`src/rtl/game_fsm_gen.sv`:
```
// game_fsm_gen: play/wait/game/score screen FSM with tick timer, button geometry and colour mux
module game_fsm_gen #(
  parameter int RGB_W      = 12,
  parameter int TIMER_W    = 8,
  parameter int GAME_TICKS = 60,
  parameter int TICK_DIV   = 65000000,
  parameter int BTN_X      = 380,
  parameter int BTN_Y      = 186,
  parameter int BTN_W      = 300,
  parameter int BTN_H      = 100
) (
  input  logic               pclk,
  input  logic               rst_d,
  input  logic               rect_clicked_play,
  input  logic               uart_start,
  input  logic               mouse_clicked_stop,
  input  logic [RGB_W-1:0]   rgb_in_play,
  input  logic [RGB_W-1:0]   rgb_in_wait,
  input  logic [RGB_W-1:0]   rgb_in_game,
  input  logic [RGB_W-1:0]   rgb_in_score,
  output logic [RGB_W-1:0]   rgb_out_rc,
  output logic [1:0]         state,
  output logic [10:0]        hstart_click_play,
  output logic [10:0]        vstart_click_play,
  output logic [10:0]        hlength_click_play,
  output logic [10:0]        vlength_click_play,
  output logic [TIMER_W-1:0] time_left,
  output logic               game_over
);
  typedef enum logic [1:0] {IDLE = 2'b00, WAIT = 2'b01, GAME = 2'b10, SCORE = 2'b11} state_t;
  localparam int PW = (TICK_DIV > 1) ? $clog2(TICK_DIV) : 1;
  localparam logic [PW-1:0] PMAX = PW'(TICK_DIV - 1);
  localparam logic [TIMER_W-1:0] TLOAD = TIMER_W'(GAME_TICKS);
  state_t state_q, state_d;
  logic [TIMER_W-1:0] time_q, time_d;
  logic [PW-1:0] presc_q, presc_d;
  logic go_q, go_d;
  logic play_prev_q, stop_prev_q;
  logic [RGB_W-1:0] rgb_q, rgb_d;
  logic [10:0] hs_q, vs_q, hl_q, vl_q;
  logic play_ev, stop_ev, tick, idle_d;
  assign play_ev = rect_clicked_play & ~play_prev_q;
  assign stop_ev = mouse_clicked_stop & ~stop_prev_q;
  assign tick    = presc_q == PMAX;
  assign idle_d  = state_d == IDLE;
  // Next state, timer and prescaler; expiry outranks a stop event in GAME
  always_comb begin
    state_d = state_q;
    time_d  = time_q;
    presc_d = presc_q;
    go_d    = 1'b0;
    case (state_q)
      IDLE: state_d = play_ev ? WAIT : IDLE;
      WAIT: begin
        if (stop_ev) state_d = IDLE;
        else if (uart_start) begin
          state_d = GAME;
          time_d  = TLOAD;
          presc_d = '0;
        end
      end
      GAME: begin
        presc_d = tick ? '0 : presc_q + PW'(1);
        if (tick && time_q == TIMER_W'(1)) begin
          state_d = SCORE;
          time_d  = '0;
          go_d    = 1'b1;
        end else if (stop_ev) state_d = IDLE;
        else if (tick && time_q != '0) time_d = time_q - TIMER_W'(1);
      end
      default: state_d = stop_ev ? IDLE : SCORE;
    endcase
  end
  // Colour source follows the state held before this edge
  always_comb begin
    rgb_d = state_q == IDLE ? rgb_in_play :
            state_q == WAIT ? rgb_in_wait :
            state_q == GAME ? rgb_in_game : rgb_in_score;
  end
  // State registers; click history resets high so a held button is not an event
  always_ff @(posedge pclk) begin
    if (rst_d) begin
      state_q     <= IDLE;
      time_q      <= '0;
      presc_q     <= '0;
      go_q        <= 1'b0;
      rgb_q       <= '0;
      play_prev_q <= 1'b1;
      stop_prev_q <= 1'b1;
      hs_q        <= 11'(BTN_X);
      vs_q        <= 11'(BTN_Y);
      hl_q        <= 11'(BTN_W);
      vl_q        <= 11'(BTN_H);
    end else begin
      state_q     <= state_d;
      time_q      <= time_d;
      presc_q     <= presc_d;
      go_q        <= go_d;
      rgb_q       <= rgb_d;
      play_prev_q <= rect_clicked_play;
      stop_prev_q <= mouse_clicked_stop;
      hs_q        <= idle_d ? 11'(BTN_X) : '0;
      vs_q        <= idle_d ? 11'(BTN_Y) : '0;
      hl_q        <= idle_d ? 11'(BTN_W) : '0;
      vl_q        <= idle_d ? 11'(BTN_H) : '0;
    end
  end
  assign state              = state_q;
  assign time_left          = time_q;
  assign game_over          = go_q;
  assign rgb_out_rc         = rgb_q;
  assign hstart_click_play  = hs_q;
  assign vstart_click_play  = vs_q;
  assign hlength_click_play = hl_q;
  assign vlength_click_play = vl_q;
endmodule

```
`config.mk`:
```
export PLATFORM = sky130hd
export DESIGN_NAME = game_fsm_gen
export DESIGN_NICKNAME = d
export VERILOG_FILES = /design/src/rtl/game_fsm_gen.sv
export SDC_FILE = /design/constraint.sdc
export NUM_CORES = 1
export LEC_CHECK = 0
export BUFFER_PORTS_ARGS = -buffer_cell sky130_fd_sc_hd__buf_2
export CAP_MARGIN = 15
export CORE_MARGIN = 1.5
export CORE_UTILIZATION = 29
export CTS_BUF_LIST = sky130_fd_sc_hd__clkbuf_4 sky130_fd_sc_hd__clkbuf_8
export DETAILED_ROUTE_END_ITERATION = 10
export SLEW_MARGIN = 25
export SYNTH_ARGS = -nofsm -noshare
export SYNTH_HDL_FRONTEND = slang
export SYNTH_SLANG_ARGS = --single-unit
```
`constraint.sdc`:
```
create_clock -name pclk -period 2.9 [get_ports pclk]
set_input_delay 0.435 -clock pclk [delete_from_list [all_inputs] [get_ports pclk]]
set_output_delay 0.435 -clock pclk [all_outputs]
set_load 0.1 [all_outputs]
```
Word-level counts from Yosys, hierarchy flattened
Index checks and enable logic that the tools add are counted. Widths: inputs -> output; s select.

Register bits after elaboration: 95. Output and inout port bits: 67.

Add/subtract/negate cells: 2. Equal/unequal tests: 8. Muxes and demuxes: 25. Bitwise gates (word level): 5. Reduce and logical (&&, ||, !) cells: 9.

Operator list (count): $mux 26 (3); $pmux 26 s2 (1); $mux 8 (6); $mux 12 (3); $add 26x1->26 const B (1); $eq 26x26->1 const B (1); $mux 9 (2); $pmux 8 s2 (1); $mux 2 (5); $eq 8x1->1 const B (1); $reduce_bool 8->1 (1); $sub 8x1->8 const B (1); $mux 7 (1); $ne 3x3->1 const B (2); $pmux 2 s3 (1); $reduce_and 5->1 (1); $logic_not 2->1 (2); $ne 2x2->1 const B (2); $not 1->1 (3); $reduce_and 3->1 (1); $and 1x1->1 (2); $eq 2x1->1 const B (1); $eq 2x2->1 const B (1); $logic_and 1x1->1 (2); other kinds (3) (4).

Depth between registers and ports, before layout
Gate-level depths: netlist (run 1).

Depth after elaboration: 7. Gate-level depth with buffers: 8. Depth with buffers taken out: 7.

Worst setup path before layout (run 1)
Ideal clock, no wire load.

Path kind: flip-flop to flip-flop. From: register state_q[1], in the netlist state[1]. To: register presc_q[13]. Data arrival time: 2771 ps. Required time: 2781 ps. Path slack: 11 ps. Stages on the path, launching flop included: 8. Cells stage by stage: dfxtp_1 > nor2b_1 > clkbuf_1 > a31oi_1 > clkbuf_1 > nor4b_1 > a21oi_1 > o221a_2.

Cells in the longest elaborated chain, start to end: 3. Elaborated cells between the ends (all ways): 7. Classes of those cells: 4 x eq/ne; 1 x mux; 2 x reduce/logical.

Ends and longest elaborated chain: from (decl) (RTL line 34) `state_t state_q, state_d;`; from (signal assigned) (RTL line 95) `state_q <= state_d;`; $eq 2x1->1 / $eq 2x2->1 (equally long branches) (RTL line 52) `case (state_q)`; $ne 2x2->1 (no line) / $reduce_bool 2->1 (equally long branches); $reduce_and 3->1 (no line); to (signal assigned) (RTL line 97) `presc_q <= presc_d;`; to (decl) (RTL line 36) `logic [PW-1:0] presc_q, presc_d;`.

Parallel ways exist; a longest one is shown, timed or not. A chain may end at the register's enable or synchronous reset.

Final worst setup path (run 1)
From: register presc_q[6]. To: register time_q[4], in the netlist time_left[4].

Cells in the longest elaborated chain, start to end: 4. Elaborated cells between the ends (all ways): 8. Classes of those cells: 3 x eq/ne; 2 x mux; 3 x reduce/logical.

Ends and longest elaborated chain: $eq 26x26->1 (*) (RTL line 44) `assign tick = presc_q == PMAX;`; $logic_and 1x1->1, on equally long branches (RTL line 64, 69); $ne 3x3->1 (no line) / $mux 8 (equally long branches); $reduce_and 5->1 (no line) / $pmux 8 s2 (equally long branches); to (signal assigned) (RTL line 96) `time_q <= time_d;`; to (decl) (RTL line 35) `logic [TIMER_W-1:0] time_q, time_d;`.

Mark *: on every way between the ends. The rest lies on a longest branch, timed or not.

==> results.yml, run 1 <==
synth:
  synthCells: 339
  yosys.area_share.simple: 0.253
  synth_top_family_by_area: "simple AND/OR/NAND/NOR gates"
  synth_edf_count: 0
  ys_seq_elements: 52
  synth.distinct_cells: 54
  synthXorXnorAreaFrac: 0.0348
  ys_seq_area_frac: 0.344
  synthMuxAreaShare: 0.0964
  synth_compound_area_frac: 0.120
  yosysTopAreaCellShare: 0.344
  synthArstFlopShare: 0
  syn_area_um2: 3020
  synth_fa_ha_area_frac: 0.0165
  ys_warn_count: 0
  ys.flop_type: "dfxtp_1"
  yosysTopAreaCell: "dfxtp_1"
  synth_area_per_cell_um2: 8.92
  synth_area_leaders: "dfxtp_1, buf_4, mux4_2"
setup_path:
  crit_chain: "or4_4, or4_4, or3_1, o21a_1, o211ai_2, o221ai_2"
  rr_startpoint: "presc_q[6]"
  path_max_fanout: 9
  worstPathArrival_ps: 2650
  cp_slowest_cell: "or4_4"
  start_kind: "register"
  slowest_delay_ps: 540
  crit_end: "time_left[4]"
  r2r_slack_ps: 430
  required_ps: 3080
  reg2reg_to: "time_left[4]"
  cp_common_cell: "or4_4"
  cp-end-kind: "register"
  critPathKind: "register to register"
  worstSetupStartpoint: "presc_q[6]"
  worstRegToRegCells: 6
clock_tree:
  numCtsBuffers: 5
  cts_max_level: 2
  cts-root-buf: "clkbuf_8"
  insertion_delay_ps: 310
  numClockSinks: 52
  cts_setup_buffers: 0
  path_clk_slew_ps: 90
  cts_tree: "built"
  cts.repair.resized: 0
  cts.path.max_buffers: 2
  cts_hold_buf: 0
floorplanning:
  fp.dieW_um: 105
  die-height_um: 105
  start_util: 0.296
  num_io_pins: 120
  num_rows: 37
  core_area_um2: 10200
  die-area_um2: 11100
detailed_routing:
  drc: 0
  drtIter0Drc: 137
  drtAntennaViolNets: 0
  totalWireLength_um: 7180
  avgViaCountPerCell: 4.76
  num_vias: 2635
  wl_per_cell_um: 13.0
  first_pass_iters: 4
placed_design:
  hpwl_um: 5420
  portBuffers: 93
  place_ws_ps: 442
  gp_congestion: 0.887
grt:
  grt_overflow: 0
  grt_usage: 0.130
  antenna_found_initial: 0
  grt_pass1_vias: 2338
  grt_max_degree: 26
  grt_pass1_wl_um: 11500
cells_and_area:
  layout.nets: 473
  finish.utilization: 0.346
  seqCellArea_um2: 1040
  drive_gt1_frac: 0.321
  syn_to_final_growth_pct: 17.0
  fillers: 1068
  multiInputGateArea_um2: 1670
  final_common_cell: "buf_2"
  final_cell_mix: "buf_2, dfxtp_1, nor2_1"
  antennaDiodeCount: 0
power_and_ir_drop:
  switchingPower_mw: 0.721
  p_seq_frac: 0.410
  power_frac_comb: 0.312
  ir_drop_v: 0.000243
  pwr-share-clk: 0.278
  total_power_mw: 1.82
  p_int_mw: 1.10
  sw_frac_of_total: 0.396
  power_density_nw_per_um2: 514
  leakagePower_nw: 1.44
min_path:
  hold_class: "input port to register"
sta:
  finalSetupTns_ps: 0
  slew-limit-headroom: 0.587
  period_needed_ps: 2470
  tightest_slew_ps: 614
  fmax_mhz: 405
  final_max_slew_viol_count: 0
  rsz0062_at_grt: "false"
  fin_ws_ps: 429
  hold_violations: 0
  finClkSkew_ps: 4.06
  setup_violations: 0
  period_share: 0.852
status:
  status: "complete, no violations"
flow_run:
  drv_cap: 0
==> registers in the layout (all words and copies together) (netlist names) <==
signal / count
presc_q: 26
rgb_out_rc: 12
time_left: 8
state: 2
game_over: 1
play_prev_q: 1
stop_prev_q: 1
vlength_click_play: 1
==> per-stage QoR <==
stage / instances / area, um^2 / hold slack, ps
2_1_floorplan: 364 / 3120 / 441
3_3_place_gp: 545 / 3430 / 458
3_5_place_dp: 545 / 3430 / 468
4_1_cts: 553 / 3540 / 315
5_1_grt: 553 / 3540 / 317
6_report: 553 / 3540 / 329
==> power groups by stage <==
| stage | Sequential [mW] | Combinational, mW | Clock (mW) |
|---|---|---|---|
| final | 0.745 | 0.568 | 0.506 |
| after detailed placement | 0.762 | 0.568 | 0 |
| after floorplan | 0.884 | 0.407 | 0 |
| after global routing | 0.748 | 0.590 | 0.546 |
| after CTS | 0.745 | 0.569 | 0.523 |
| after global placement | 0.761 | 0.566 | 0 |
==> worst min path at each step <==
stage / start / to / slack [ps] / cells after the start
floorplan: presc_q[20] / presc_q[20] / 440 / 1
global placement: presc_q[20] / presc_q[20] / 460 / 1
detailed placement: presc_q[20] / presc_q[20] / 470 / 1
CTS: rect_clicked_play / play_prev_q / 320 / 2
global route: rect_clicked_play / play_prev_q / 320 / 2
finish: rect_clicked_play / play_prev_q / 330 / 2
==> metal layers <==
layer / part of all wire / GRT usage / vias to the layer above
met4: 0.013 / 0.0411 / 0
li1: - / - / 1302
met1: 0.45 / 0.164 / 1217
met5: 0 / 0 / -
met2: 0.47 / 0.220 / 111
met3: 0.069 / 0.0256 / 5
==> worst max-delay path, delay by kind of cell (launching register included) <==
family / cells / cell delay [ps]
simple gates: 3 / 1550
compound gates: 3 / 440
flops: 1 / 350
==> cells by family (layout without fill, tap and decap cells) <==
family	count (synthesis)	count (layout)
XOR/XNOR	12	12
flip-flops	52	52
buffers and inverters	61	114
adder cells (fa/ha/maj)	4	4
multiplexers	14	14
AO/OA/AOI/OAI	54	54
AND/OR/NAND/NOR	141	141
other	1	26
==> cell usage after synthesis (all sizes together) (5+ instances only) <==
cell and number:
a31oi 11, nor3 11, dfxtp 52, mux4 12, nand4 8, buf 49
nand2 18, and3 5, inv 5, nor2 36, a21oi 14, and2 14
o21ai 9, clkbuf 7, xor2 8, nand3 14, or3 5, nand2b 6
==> layout make-up <==
cell class	count	area share
inverter	5	0.00530
sequential	52	0.294
tap	136	0.0481
clock inverter	2	0.00990
multi-input combinational	251	0.472
clock buffer	6	0.0216
timing repair buffer	101	0.149
Note: power is estimated with default switching activity, not from simulation.
==> run 2, diff against run 1 <==
Settings changed: CORE_UTILIZATION 29 to 45, PLACE_DENSITY set to 0.75.
==> run 2 against run 1 <==
Against the previous run: the flow now finishes with violations (DRC); final cell count fell by 11%; sequential share of layout area rose by 0.48 points; clock skew rose by 4.3 ps; utilization rose by 20 points; cell area fell by 1.6%; die area fell by 35%.
==> results.yml, run 2 (synthesis gave the netlist of run 1 again) <==
status:
  status: "finished with violations"
  violations: "DRC"
detailed_routing:
  totalWireLength_um: 6790
  wl_per_cell_um: 13.8
  num_vias: 2651
  drc: 15
  first_pass_iters: 8
  drtAntennaViolNets: 0
  avgViaCountPerCell: 5.38
  drtIter0Drc: 199
cells_and_area:
  largest_reg_flops: 26
  multiInputGateArea_um2: 1670
  final_common_cell: "buf_2"
  syn_to_final_growth_pct: 15.1
  fillers: 587
  seqCellArea_um2: 1040
  regMostFlops: "presc_q"
  final_cell_mix: "buf_2, dfxtp_1, nor2_1"
  layout.nets: 473
  antennaDiodeCount: 0
  fin_cells: 493
  drive_gt1_frac: 0.320
grt:
  grt_usage: 0.185
  grt_pass1_wl_um: 10900
  grt_overflow: 0
  grt_max_degree: 26
  grt_pass1_vias: 2394
  antenna_found_initial: 0
placed_design:
  place_ws_ps: 466
  portBuffers: 93
  placedCellCount: 486
  hpwl_um: 5190
  gp_congestion: 0.909
sta:
  rsz0062_at_grt: "false"
  period_needed_ps: 2450
  finalSetupTns_ps: 0
  setup_violations: 0
  finClkSkew_ps: 8.37
  final_max_slew_viol_count: 0
  slew-limit-headroom: 0.573
  fmax_mhz: 408
  tightest_slew_ps: 634
  hold_violations: 0
  whs_ps: 320
  period_share: 0.844
  fin_ws_ps: 452
setup_path:
  required_ps: 3080
  start_kind: "register"
  r2r_slack_ps: 450
  cp_common_cell: "or4_4"
  cp_slowest_cell: "or4_4"
  slowest_delay_ps: 540
  crit_chain: "or4_4, or4_4, or3_1, o21a_1, o211ai_2, o221ai_2"
  cp-end-kind: "register"
  path_max_fanout: 9
  worstPathArrival_ps: 2630
  critPathKind: "register to register"
floorplanning:
  start_util: 0.471
  fp.dieW_um: 85.0
  die-height_um: 85.0
  num_io_pins: 120
  num_rows: 29
  core_area_um2: 6420
  die-area_um2: 7220
clock_tree:
  cts-root-buf: "clkbuf_8"
  cts.repair.resized: 0
  numCtsBuffers: 5
  insertion_delay_ps: 310
  cts_tree: "built"
  cts_hold_buf: 0
  numClockSinks: 52
  cts_setup_buffers: 0
  cts.path.max_buffers: 2
  path_clk_slew_ps: 90
  cts_max_level: 2
power_and_ir_drop:
  total_power_mw: 1.89
  power_density_nw_per_um2: 542
  ir_drop_v: 0.000256
  leakagePower_nw: 1.45
min_path:
  hold_class: "input port to register"
flow_run:
  drv_cap: 0
[run 2: worst paths after layout]
| kind | from | endpoint | depth (start not counted) |
|---|---|---|---|
| worst min-delay path | rect_clicked_play | play_prev_q | 2 |
| worst max-delay path | presc_q[6] | time_left[4] | 6 |
| worst max register to register | presc_q[6] | time_left[4] | 6 |
| worst min register to register | presc_q[20] | presc_q[20] | 1 |
[run 2: per-layer routing]
metal  up-vias  track usage  wire (um)
met4         0       0.0656        137
met5         -            0          0
met2       123        0.320       3210
li1       1304            -          -
met3        18       0.0389        521
met1      1206        0.228       2920
[run 2: power breakdown]
| group | total (mW) | internal (mW) | switching, mW |
|---|---|---|---|
| Clock | 0.577 | 0.340 | 0.237 |
| Sequential | 0.746 | 0.732 | 0.0133 |
| Combinational | 0.565 | 0.0996 | 0.466 |
[run 2: metrics by stage]
stage / instance area, um^2 / util
after global routing: 3480 / 0.542
after global placement: 3350 / 0.522
after floorplan: 3120 / -
after CTS: 3480 / 0.542
after detailed placement: 3350 / 0.522
final: 3480 / 0.542
[run 2: final cells by class]
| cell class | instances | area share |
|---|---|---|
| sequential | 52 | 0.299 |
| tap | 77 | 0.0277 |
| timing repair buffer | 101 | 0.151 |
| clock buffer | 5 | 0.0198 |
| multi-input combinational | 251 | 0.480 |
| inverter | 5 | 0.00539 |
| clock inverter | 2 | 0.0172 |
[run 2: critical path, delay by kind of cell, from the launching register on]
| kind | cells | cell delay, ps |
|---|---|---|
| and+or+nand+nor | 3 | 1550 |
| DFF | 1 | 350 |
| AOI/OAI and AO/OA | 3 | 430 |
==> run 3, diff against run 2 <==
Settings changed: ABC_AREA set to 1, PLACE_DENSITY 0.75 to 0.76.
Clock period 2.9 ns to 2.1 ns, I/O delays scaled along.
==> run 3 against run 2 <==
Against the previous run: total power rose by 34%; synthesized cell count increased by 55%; global-route usage rose by 2.7 points; the flow now finishes without violations; sequential share of layout area is 2.8 points lower; die area rose by 12%; clock power is 9.9% higher; via count is 32% higher; largest power group unchanged; clock-buffer cell count stayed put; non-clock buffer count decreased by 1; first-iteration DRC count is 24% higher; register-to-register slack got worse by 220 ps; hold slack worse by 130 ps.
==> results.yml, run 3 <==
synth:
  syn_area_um2: 3390
  yosysTopAreaCell: "dfxtp_1"
  yosysMostFrequentCell: "nand2_1"
  synth_area_leaders: "dfxtp_1, nand2_1, buf_4"
  ys_warn_count: 0
  ys_seq_elements: 52
  synthArstFlopShare: 0
  synth.distinct_cells: 36
  synth_commonest_cells: "nand2_1, nor2_1, dfxtp_1"
  synth_area_per_cell_um2: 6.46
  synth_edf_count: 0
  ys_seq_area_frac: 0.307
  synthCells: 525
  ys.flop_type: "dfxtp_1"
  yosysTopAreaCellShare: 0.307
setup_path:
  required_ps: 2360
  start_kind: "register"
  path_max_fanout: 8
  critPathKind: "register to register"
  cp-end-kind: "register"
  worstPathArrival_ps: 2130
cells_and_area:
  drive_gt1_frac: 0.229
  final_area_um2: 3870
  layout.nets: 659
  syn_to_final_growth_pct: 14.1
  regMostFlops: "presc_q"
  antennaDiodeCount: 0
  final_common_cell: "nand2_1"
  final_cell_mix: "nand2_1, buf_2, nor2_1"
  largest_reg_flops: 26
power_and_ir_drop:
  p_seq_frac: 0.410
  power_frac_comb: 0.339
  ir_drop_v: 0.000397
  pwr-share-clk: 0.250
  p_int_mw: 1.40
  power_density_nw_per_um2: 654
  switchingPower_mw: 1.13
  leakagePower_nw: 1.76
  sw_frac_of_total: 0.445
placed_design:
  hpwl_um: 6820
  dpl-instance-area_um2: 3760
  portBuffers: 93
  gp_congestion: 0.910
sta:
  fmax_mhz: 535
  finalSetupTns_ps: 0
  period_share: 0.890
  period_needed_ps: 1870
  rsz0062_at_grt: "false"
  setup_violations: 0
  final_max_slew_viol_count: 0
  hold_violations: 0
  finClkSkew_ps: 9.69
detailed_routing:
  dr_wl_met2_um: 4240
  drt-met1-wl_um: 3550
  routed.top_layer: "met4"
  route.met3.wl_um: 561
  num_vias: 3508
  wl_per_cell_um: 12.2
  drtAntennaViolNets: 0
  totalWireLength_um: 8580
  drc: 0
  first_pass_iters: 7
  avgViaCountPerCell: 5.00
  drtIter0Drc: 247
grt:
  grt_max_degree: 21
  antenna_found_initial: 0
  grt_usage: 0.212
  grt_pass1_wl_um: 14100
  grt_overflow: 0
  grt_pass1_vias: 3167
floorplanning:
  die-height_um: 89.8
  num_rows: 31
  start_util: 0.467
  fp.dieW_um: 89.8
  num_io_pins: 120
  die-area_um2: 8060
  core_area_um2: 7250
clock_tree:
  cts-root-buf: "clkbuf_8"
  cts.path.max_buffers: 2
  path_clk_slew_ps: 110
  cts_setup_buffers: 0
  cts_max_level: 2
  numCtsBuffers: 5
  cts_tree: "built"
  insertion_delay_ps: 320
  numClockSinks: 52
min_path:
  hold_class: "input port to register"
status:
  status: "complete, no violations"
flow_run:
  drv_cap: 0
==> run 3: cell types whose count changed after synthesis, moves of 5 or more <==
cell,change
and3_1,-5
nor2_1,+48
nand2_1,+95
nand2b_1,-6
a21oi_1,+14
and2_1,-14
a31oi_1,-10
mux4_2,-12
or3_1,-5
nand3_1,+27
inv_1,+45
o21ai_0,+30
==> run 3: layout make-up <==
cell class,instances,area [um^2]
Inverter,54,205
Multi-Input combinational cell,389,1870
Sequential cell,52,1050
Fill cell,731,3390
Clock inverter,3,33.8
Timing Repair Buffer,100,518
Tap cell,99,124
Clock buffer,5,68.8
==> run 3: path summary, 6_finish.rpt <==
check | start | to | slack [ps] | cells after the start
setup / recovery | presc_q[0] | time_left[1] | 230 | 13
hold / removal | mouse_clicked_stop | stop_prev_q | 190 | 2
setup reg to reg | presc_q[0] | time_left[1] | 230 | 13
hold reg to reg | presc_q[0] | presc_q[0] | 470 | 1
==> run 3: repair_timing <==
action,4_1_cts,5_1_grt
endpoints found under the hold margin,0,0
gates resized for setup,0,2
endpoints found under the setup margin,0,9
hold buffers,0,0
==> run 3: power groups by stage <==
| stage | clock (mW) | sequential, mW | combinational, mW |
|---|---|---|---|
| finish | 0.634 | 1.04 | 0.859 |
| global route | 0.686 | 1.04 | 0.894 |
| floorplan | 0 | 1.26 | 0.580 |
| CTS | 0.639 | 1.04 | 0.857 |
| detailed placement | 0 | 1.06 | 0.856 |
| global placement | 0 | 1.06 | 0.852 |
==> run 3: logic make-up after synthesis <==
family                     synth area share
xor gates and xnor gates             0.0207
DFF                                   0.307
other                               0.00111
AOI/OAI and AO/OA                     0.140
and+or+nand+nor                       0.346
adders and majority gates            0.0148
buffers and inverters                 0.171
==> run 3: stage by stage <==
step                      utilization  hold slack [ps]  power, mW  setup slack (ps)  cells
after floorplan                     -              389       1.84              56.3    550
after global placement          0.518              461       1.91               241    694
after detailed placement        0.518              482       1.92               199    694
after CTS                       0.532              189       2.53               174    702
after global routing            0.533              191       2.62              9.43    702
final                           0.533              192       2.53               230    702
==> run 3: worst max-delay path, cell delays in order, from the launching register on <==
cell and delay [ps]:
dfxtp_2 380, ha_1 170, nand2_1 110, nor2_4 150, nand2_1 70, nor2_1 140, nand3_1 120, nand2_1 150
nand2_1 80, nand2_2 140, nand2_4 100, nand2_1 80, nand2_1 50, nor2_1 80
==> run 3: layer usage <==
| metal | global-route usage | up-vias |
|---|---|---|
| met4 | 0.0833 | 0 |
| li1 | - | 1767 |
| met2 | 0.380 | 135 |
| met3 | 0.0440 | 21 |
| met1 | 0.245 | 1585 |
| met5 | 0 | - |
